File: config.mk
export PLATFORM = sky130hd
export DESIGN_NAME = pulse_meas
export DESIGN_NICKNAME = d
export VERILOG_FILES = /design/src/rtl/pulse_meas.sv
export SDC_FILE = /design/constraint.sdc
export NUM_CORES = 1
export LEC_CHECK = 0
export CORE_MARGIN = 8
export CORE_UTILIZATION = 53
export DETAILED_ROUTE_END_ITERATION = 10
export GPL_TIMING_DRIVEN = 0
export PLACE_DENSITY = 0.88
export SYNTH_ARGS = -nofsm -noshare
export SYNTH_HDL_FRONTEND = slang
export SYNTH_SLANG_ARGS = --single-unit
File: constraint.sdc
create_clock -name clk -period 3.4 [get_ports clk]
set_clock_uncertainty 0.05 [all_clocks]
set_input_delay 0.68 -clock clk [delete_from_list [all_inputs] [get_ports clk]]
set_output_delay 0.68 -clock clk [all_outputs]
set_load 0.02 [all_outputs]
File: src/rtl/pulse_meas.sv
// Pulse-train receiver: measures high width and period, checks tolerance, reports lock.
// Optional input synchronizer enabled by defining PULSE_MEAS_SYNC_EN.
module pulse_meas #(
    parameter int CNT_W      = 16,
    parameter int EXP_HIGH   = 1000,
    parameter int EXP_PERIOD = 5001,
    parameter int TOL        = 2,
    parameter int LOCK_CNT   = 4
) (
    input  logic             clk,
    input  logic             rst,
    input  logic             pulse_in,
    output logic [CNT_W-1:0] meas_high,
    output logic [CNT_W-1:0] meas_period,
    output logic             meas_valid,
    output logic             period_ok,
    output logic             locked,
    output logic             timeout
);

    localparam int MC_W = $clog2(LOCK_CNT + 1);
    localparam logic [CNT_W-1:0] CMAX = '1;
    localparam logic signed [CNT_W:0] EH = EXP_HIGH[CNT_W:0];
    localparam logic signed [CNT_W:0] EP = EXP_PERIOD[CNT_W:0];
    localparam logic signed [CNT_W:0] TL = TOL[CNT_W:0];
    localparam logic [MC_W-1:0] LK = MC_W'(LOCK_CNT);

    typedef enum logic [1:0] {IDLE, HIGH, LOW} state_t;

    logic din;
    logic s0, s1;
    logic rise, fall;
    state_t state, nxt;
    logic load, done, tmo;
    logic [CNT_W-1:0] period_cnt, high_cnt;
    logic [MC_W-1:0] mcnt, mc_nxt;
    logic signed [CNT_W:0] dh, dp, ah, ap;
    logic ok;

`ifdef PULSE_MEAS_SYNC_EN
    logic [1:0] sync;

    always_ff @(posedge clk) begin
        if (!rst) sync <= 2'b11;
        else      sync <= {sync[0], pulse_in};
    end

    assign din = sync[1];
`else
    assign din = pulse_in;
`endif

    // Reset to 1 so a level already high at reset is not seen as a rise
    always_ff @(posedge clk) begin
        if (!rst) begin
            s0 <= 1'b1;
            s1 <= 1'b1;
        end else begin
            s0 <= din;
            s1 <= s0;
        end
    end

    assign rise = s0 & ~s1;
    assign fall = ~s0 & s1;

    always_ff @(posedge clk) begin
        if (!rst) state <= IDLE;
        else      state <= nxt;
    end

    always_comb begin
        nxt  = state;
        load = 1'b0;
        done = 1'b0;
        tmo  = 1'b0;
        unique case (state)
            IDLE: begin
                if (rise) begin
                    nxt  = HIGH;
                    load = 1'b1;
                end
            end
            HIGH: begin
                if (period_cnt == CMAX) begin
                    nxt = IDLE;
                    tmo = 1'b1;
                end else if (fall) begin
                    nxt = LOW;
                end
            end
            LOW: begin
                if (rise) begin
                    nxt  = HIGH;
                    load = 1'b1;
                    done = 1'b1;
                end else if (period_cnt == CMAX) begin
                    nxt = IDLE;
                    tmo = 1'b1;
                end
            end
            default: nxt = IDLE;
        endcase
    end

    // The fall cycle is the first low sample, so it does not add to the width
    always_ff @(posedge clk) begin
        if (!rst) begin
            period_cnt <= '0;
            high_cnt   <= '0;
        end else if (load) begin
            period_cnt <= CNT_W'(1);
            high_cnt   <= CNT_W'(1);
        end else if (state == HIGH || state == LOW) begin
            if (period_cnt != CMAX) period_cnt <= period_cnt + 1'b1;
            if (state == HIGH && !fall && high_cnt != CMAX)
                high_cnt <= high_cnt + 1'b1;
        end
    end

    always_comb begin
        dh = $signed({1'b0, high_cnt}) - EH;
        dp = $signed({1'b0, period_cnt}) - EP;
        ah = (dh < 0) ? -dh : dh;
        ap = (dp < 0) ? -dp : dp;
        ok = (ah <= TL) && (ap <= TL);
        if (!ok)             mc_nxt = '0;
        else if (mcnt == LK) mc_nxt = LK;
        else                 mc_nxt = mcnt + 1'b1;
    end

    always_ff @(posedge clk) begin
        if (!rst) begin
            meas_high   <= '0;
            meas_period <= '0;
            meas_valid  <= 1'b0;
            period_ok   <= 1'b0;
            locked      <= 1'b0;
            timeout     <= 1'b0;
            mcnt        <= '0;
        end else begin
            meas_valid <= done;
            timeout    <= tmo;
            if (done) begin
                meas_high   <= high_cnt;
                meas_period <= period_cnt;
                period_ok   <= ok;
                mcnt        <= mc_nxt;
                locked      <= (mc_nxt == LK);
            end else if (tmo) begin
                mcnt   <= '0;
                locked <= 1'b0;
            end
        end
    end

endmodule

==> summary.txt <==
Critical Setup Path Class = reg -> reg
mux cell area share after synthesis = 0.01431
Mean Syn Cell Area = 7.923 um2
root buffer cell = clkbuf_8
leakage = 2.050 nW
initial antenna violation count = 0
# H-tree levels = 3
Post-Synth Simple-Gate Area = 0.2887
status = finished, final reports clean
initial DRC count = 354
Worst slew margin = 0.3833
worst slew pin tran = 0.9188 ns
Final min period = 3.326 ns
Post-Synthesis Cells = 629
Worst-path clk slew = 0.09 ns
Die Area = 12,760 um2
Yosys cell types = 81
Setup TNS = 0 ns
post-synth top area cell = dfxtp_1
syn nets = 648
Post-Synth XOR/XNOR Area = 0.08059
largest family of logic cells by synthesized area = simple AND/OR/NAND/NOR gates
Total Routed Length = 13,820 um
Setup-failing EPs final = 0
die width = 113.0 um
share of layout cells above drive strength 1 = 0.1284
# hold bufs at CTS = 0
synth-to-layout area growth = 18.86%
Top FF cell, synth = dfxtp_1
CTS Buf Count = 9
fin worst setup slack = 0.07363 ns
Fmax achieved = 0.3006 GHz
buffer depth of the longest clock path = 2
Worst Setup Start Kind = flop
synth top area cells = dfxtp_1, nand2_1, a21boi_0
Initial Util = 0.5419
Post-Synth Adder-Cell Area = 0.04017
design area = 5923 um2
warnings from Yosys = 0
commonest non-fill, non-tap cell in the layout = nand2_1
CTS tree = yes
Post-synth ARST share = 0
DRT antenna net count = 0
pin count of the biggest net entering global routing = 15
overall power = 2.205 mW
DIE HEIGHT = 113.0 um
GRT overflow = 0
ant diodes = 0
min-delay worst type = reg -> reg
sequential fraction of the synthesis area = 0.3013
Worst Hold Depth = 2
power per cell area = 372.3 nW/um2
Final HPWL DP = 9824 um
Final period util = 0.9783
core box area = 9196 um2
drt drc = 0
Post-synth EDFFs = 0
port bufs = 38
vias in the first global route = 4,667
Worst-Skew Late Latency = 0.36 ns
via count = 4,899
critical path peak fanout = 8
share of the synthesized area in the top cell type = 0.3013
# IOs = 39
Synth Area in Compound Gates = 0.2177
most frequent cells in the layout = nand2_1, dfxtp_1, nor2_1
CP Capture Type = flop
R2R depth = 12
max cap viols = 0
WP data required = 3.67 ns
CP arrival = 3.59 ns
nets = 707
first-pass GRT wire length = 22,270 um
Peak supply drop = 227.4 uV
Final Hold Vio Count = 0
Yosys reg bits = 75
WL per Instance = 17.19 um
row cnt = 35
Util after Layout = 0.6441
DP Area = 5503 um2
Via density = 6.093
RD Place Congestion = 0.9358
Synth Cell Area = 4984 um2
DR pass1 iterations = 5
Overall Global Routing Usage = 0.2111
Sinks on Clock Net = 75
dpl ws = -0.2683 ns
Final Max Slew Viols = 0
## path summary, 6_finish.rpt
path / startpoint / endpoint / slack [ns]
min: meas_period[1] / meas_period[1] / 0.42
min reg2reg: meas_period[1] / meas_period[1] / 0.42
max reg2reg: high_cnt[4] / mcnt[2] / 0.07
max: high_cnt[4] / mcnt[2] / 0.07
## power by group
part	internal, mW	switching [mW]	total (mW)
combinational	0.205	0.325	0.530
clock	0.391	0.373	0.764
sequential	0.897	0.0147	0.912
## kinds of logic (layout without fill, tap and decap cells)
| group | Yosys count | count (layout) |
|---|---|---|
| and+or+nand+nor | 279 | 279 |
| AOI/OAI and AO/OA | 146 | 146 |
| DFF | 75 | 75 |
| buffers and inverters | 61 | 125 |
| xor gates and xnor gates | 45 | 45 |
| adders and majority gates | 16 | 16 |
| muxes | 7 | 7 |
## registers in the layout, summed over array words and instances, names as in the netlist
signal       count
s0               1
timeout          1
meas_period     16
locked           1
mcnt             3
period_cnt      16
s1               1
state            2
period_ok        1
meas_high       16
high_cnt        16
meas_valid       1
## through the flow
step | hold slack, ns | instances
2_1_floorplan | 0.3666 | 629
3_3_place_gp | 0.3811 | 778
3_5_place_dp | 0.3906 | 778
4_1_cts | 0.4156 | 798
5_1_grt | 0.4381 | 804
6_report | 0.4161 | 804
## final cells by class
| class | count | area, um2 |
|---|---|---|
| Buffer | 43 | 216.5 |
| Clock buffer | 11 | 151.4 |
| Clock inverter | 5 | 67.56 |
| Fill cell | 774 | 3273 |
| Inverter | 17 | 63.81 |
| Multi-Input combinational cell | 493 | 3308 |
| Sequential cell | 75 | 1514 |
| Tap cell | 111 | 138.9 |
| Timing Repair Buffer | 49 | 462.9 |
## worst max-delay path: stages (launching register included)
cell and delay [ns]:
dfxtp_4 0.40, inv_1 0.12, ha_4 0.21, nand3b_1 0.33, buf_4 0.24, o21ai_2 0.14, xnor2_1 0.12, buf_4 0.16
o22a_1 0.19, or4_1 0.46, or4_4 0.45, o41ai_2 0.24, o21a_1 0.16
## synthesized netlist by cell type, types with 4 or more instances
cell type    n
and4_1       8
nand2_1    111
nand4_1      9
and2_1       6
a21boi_0    35
nor3_1      10
o221ai_1     4
nor3b_1      4
a31oi_1      5
xnor2_1     23
a221oi_1     4
clkbuf_1    24
buf_2       12
buf_6        5
o21a_1       5
xor2_1      21
nand3b_1     6
o21ai_0     23
nand2b_1     8
nand3_1     13
nor4_1       5
nor2_1      46
o211ai_1     7
dfxtp_1     75
o31ai_1      5
nand4b_1     4
or3_1        9
a211oi_1     4
mux2i_1      6
nor2b_1     10
ha_1        16
and3_1      12
a21oi_1     18
inv_1       16
## layer usage
layer,track usage,vias to the layer above,wire length [um]
met1,0.2468,2340,5689
met2,0.3739,195,6856
met4,0.09503,0,406
li1,-,2327,-
met3,0.03088,37,867
met5,0,-,0
## repair_timing
item / in CTS / in global routing
setup endpoints to repair: 5 / 3
resized for setup: 13 / 19
pin swaps: 4 / 9
setup buffers: 4 / 7
Note: power is estimated with default switching activity, not from simulation.
==> patch 1 (config.mk and constraints unchanged) <==
Re-encode `state_t` (3 states) as one-hot, 3 bits wide.
--- a/src/rtl/pulse_meas.sv
+++ b/src/rtl/pulse_meas.sv
@@ -27,3 +27,3 @@
 
-    typedef enum logic [1:0] {IDLE, HIGH, LOW} state_t;
+    typedef enum logic [2:0] {IDLE = 3'b001, HIGH = 3'b010, LOW = 3'b100} state_t;
 
Behaviour: same outputs for any inputs over 10 cycles, from zero or initial values and one cycle with rst low; not proved beyond that.
==> patch 1 against the unedited design <==
  * Setup slack better by 0.029 ns
  * Area after synthesis down 2.0%
  * Count of clock-buffer cells in the layout stayed put
  * Wire length down 5.0%
  * Critical path depth is 1 higher
  * Cell area decreased by 2.8%
  * Sequential cell count is 1 higher
Power is not compared: it rests on default switching activity, and its combinational part moved more than twofold at a synthesized area within 25%.
==> patch 1: results (changes against the unedited design) <==
largest net degree at the start of global routing 15 (unchanged); count of unique library cells instantiated by Yosys 71 (-12%); vias in the first global route 4533 (-2.9%); critical-path maximum fanout 10 (+2); Post-Syn Nets 663 (+2.3%); post-cts sizing count 14 (+1); Post-Synth Adder-Cell Area 3.07% (-0.94 points); CP endpoint period_ok$_SDFFE_PN0P_; register area share after synthesis 31.1% (+1.0 points); M1 GR Usage 24.0% (-0.66 points); postcts setup bufs 1 (-3); Pre-antenna DRT Iters 7 (+2); routed wl met2 6490 um (-5.4%); first-pass GRT wire length 21600 um (-3.2%); final worst-path cycle share 97.0% (-0.86 points); Final Non-Filler Cells 814 (+1.2%); Vias/cell 5.98 (-1.8%); Setup CP Type reg2reg; share of cells above drive strength 1 9.10% (-3.7 points); post-synthesis mux area share 0.615% (-0.82 points); placed cells 796 (+2.3%); IO buf count 37 (-2.6%); R2R setup slack 0.10 ns (+0.03 ns); Compound-Gate Fraction of Synth Area 22.2% (+0.41 points); wire per inst 16.1 um (-6.2%); GRT Util Overall 20.4% (-0.73 points); Worst EP arrival 3.55 ns (-0.04 ns); Cells after Synth 648 (+3.0%); dpl cell area 0.00539 sq mm (-2.0%); FILL cells 769 (-0.65%); Synth top cells by count 114 x nand2_1, 76 x dfxtp_1, 61 x nor2_1; drt initial violations 320 (-9.6%); Post-DP HPWL 9450 um (-3.8%); Critical R2R Launch period_cnt[0]$_SDFFE_PN0P_; post-synthesis xor/xnor area fraction 8.97% (+0.91 points); depth of the worst register-to-register path 13 (+1); max_slew headroom 49.2% (+11 points); met2 usage 35.5% (-1.9 points); outcome complete, no violations; worst skew pair latency 0.36 ns (about the same); Reg-to-Reg End period_ok$_SDFFE_PN0P_
-- patch 1: power breakdown --
| part | switching, mW | internal (mW) |
|---|---|---|
| combinational | 0.0483 | 0.0337 |
| clock | 0.381 | 0.390 |
| sequential | 0.00512 | 0.892 |
-- patch 1: cell type report --
cell class / count / area (sq um) / share of cell area, %
Sequential cell: 76 / 1530 / 26.5
Multi-Input combinational cell: 500 / 3150 / 54.8
Timing Repair Buffer: 41 / 400 / 6.96
Inverter: 24 / 92.6 / 1.61
Clock buffer: 11 / 151 / 2.63
Clock inverter: 5 / 66.3 / 1.15
Buffer: 46 / 225 / 3.91
Tap cell: 111 / 139 / 2.41
-- patch 1: worst max-delay path, stage by stage (launching register included) --
cell	delay, ns
dfxtp_4	0.36
buf_6	0.14
inv_2	0.07
ha_4	0.15
buf_8	0.12
o211ai_1	0.12
o311a_1	0.40
nor4_2	0.24
o2111ai_1	0.17
o311ai_1	0.31
nor2_1	0.08
or4bb_4	0.58
or2_4	0.31
a21boi_2	0.13
==> patch 2 (same settings) <==
Without the edit above. Change the parameter `CNT_W` from 16 to 24.
--- a/src/rtl/pulse_meas.sv
+++ b/src/rtl/pulse_meas.sv
@@ -3,3 +3,3 @@
 module pulse_meas #(
-    parameter int CNT_W      = 16,
+    parameter int CNT_W      = 24,
     parameter int EXP_HIGH   = 1000,
Ports: changed (resized meas_high and meas_period); port bits go from 39 to 55. The function was not compared with the original's and may differ.
==> patch 2 against the unedited design <==
  * Cell area rose by 32%
  * Wire length rose by 30%
  * Critical endpoint is now period_ok$_SDFFE_PN0P_
  * Area after synthesis rose by 29%
  * Largest power group unchanged
  * Setup slack got worse by 0.067 ns
  * Power rose by 31%
  * Utilization rose by 1.2 points
  * Die area rose by 24%
  * Sequential cell count rose by 32
==> patch 2: results (changes against the unedited design) <==
post-place setup slack -0.484 ns (-0.216 ns); Critical R2R Launch period_cnt[0]$_SDFFE_PN0P_; register area share after synthesis 33.4% (+3.3 points); Post-Syn Nets 848 (+31%); Root Buffer clkbuf_16; Post-DP HPWL 11900 um (+21%); first-pass GRT wire length 27700 um (+24%); Synth top cells by count 137 x nand2_1, 107 x dfxtp_1, 97 x nor2_1; outcome complete, no violations; share of cells above drive strength 1 10.3% (-2.6 points); vias in the first global route 5656 (+21%); wire per inst 17.1 um (-0.58%); Worst EP arrival 3.64 ns (+0.05 ns); peak per-stage delay on the critical path 0.56 ns (+0.10 ns); GPL Wtd Cong 0.935 (about the same); critical-path maximum fanout 10 (+2); Slowest-stage cell, CP or4_4; placed cells 1029 (+32%); Routed met1 length 7930 um (+39%); min-delay src meas_period[14]$_SDFFE_PN0P_; Cells after Synth 829 (+32%); Leakage 2.61 nW (+28%); vias post-DR 6294 (+28%); max_slew headroom 43.8% (+5.5 points); routed wl met2 8210 um (+20%); Final Non-Filler Cells 1053 (+31%); met3 WL 1250 um (+44%); synth top area cells dfxtp_1 33%, nand2_1 8.0%, xnor2_1 6.7%, a21boi_0 6.0%, nor2_1 5.7%
==> patch 2: power breakdown <==
group / internal [mW] / switching, mW / total (mW)
clock network: 0.671 / 0.496 / 1.17
logic: 0.173 / 0.261 / 0.435
registers: 1.27 / 0.0189 / 1.29
==> patch 2: worst paths after layout <==
kind	to	slack (ns)	cells after the start
max	period_ok$_SDFFE_PN0P_	0.007	12
min	meas_period[14]$_SDFFE_PN0P_	0.41	2
max reg2reg	period_ok$_SDFFE_PN0P_	0.007	12
min reg2reg	meas_period[14]$_SDFFE_PN0P_	0.41	2
==> patch 2: layout make-up <==
cell class / count / area [sq um]
multi-input cells: 636 / 4180
well taps: 147 / 184
repair buffers: 68 / 643
fillers: 936 / 4100
inverters: 22 / 82.6
plain buffers: 57 / 253
clock inverters: 5 / 86.3
flip-flops and latches: 107 / 2150
clock buffers: 11 / 243
==> patch 2: routing by layer <==
layer  vias to the layer above  global-route usage (%)
met5                         -                       0
met4                         0                    9.27
met3                        65                    3.88
met2                       277                    32.5
met1                      2962                    27.1
li1                       2990                       -
==> patch 2: kinds of logic after synthesis <==
kind of cell	share of synthesized area (%)
adder cells (fa/ha/maj)	3.12
AO/OA/AOI/OAI	17.7
buffers and inverters	5.40
AND/OR/NAND/NOR	28.6
XOR/XNOR	10.6
multiplexers	1.11
flip-flops	33.4
==> patch 2: stage by stage <==
step / TNS (ns) / power, mW
2_1_floorplan: 0 / 1.56
3_3_place_gp: -2.38 / 1.63
3_5_place_dp: -2.29 / 1.63
4_1_cts: -0.00669 / 2.81
5_1_grt: -0.293 / 2.97
6_report: 0 / 2.89
==> patch 2: timing repair <==
item                                    in CTS  in global routing
setup buffers                                2                 13
resized for setup                           32                 38
endpoints found under the setup margin       9                 20
gates cloned                                 0                  0
pin swaps                                    6                 16
==> patch 2: critical path: cells and delay by family, from the launching register on <==
kind,cells,cell delay [ns]
AO/OA/AOI/OAI,6,1.15
buffers and inverters,2,0.31
AND/OR/NAND/NOR,3,1.18
adder cells (fa/ha/maj),1,0.20
flip-flops,1,0.42
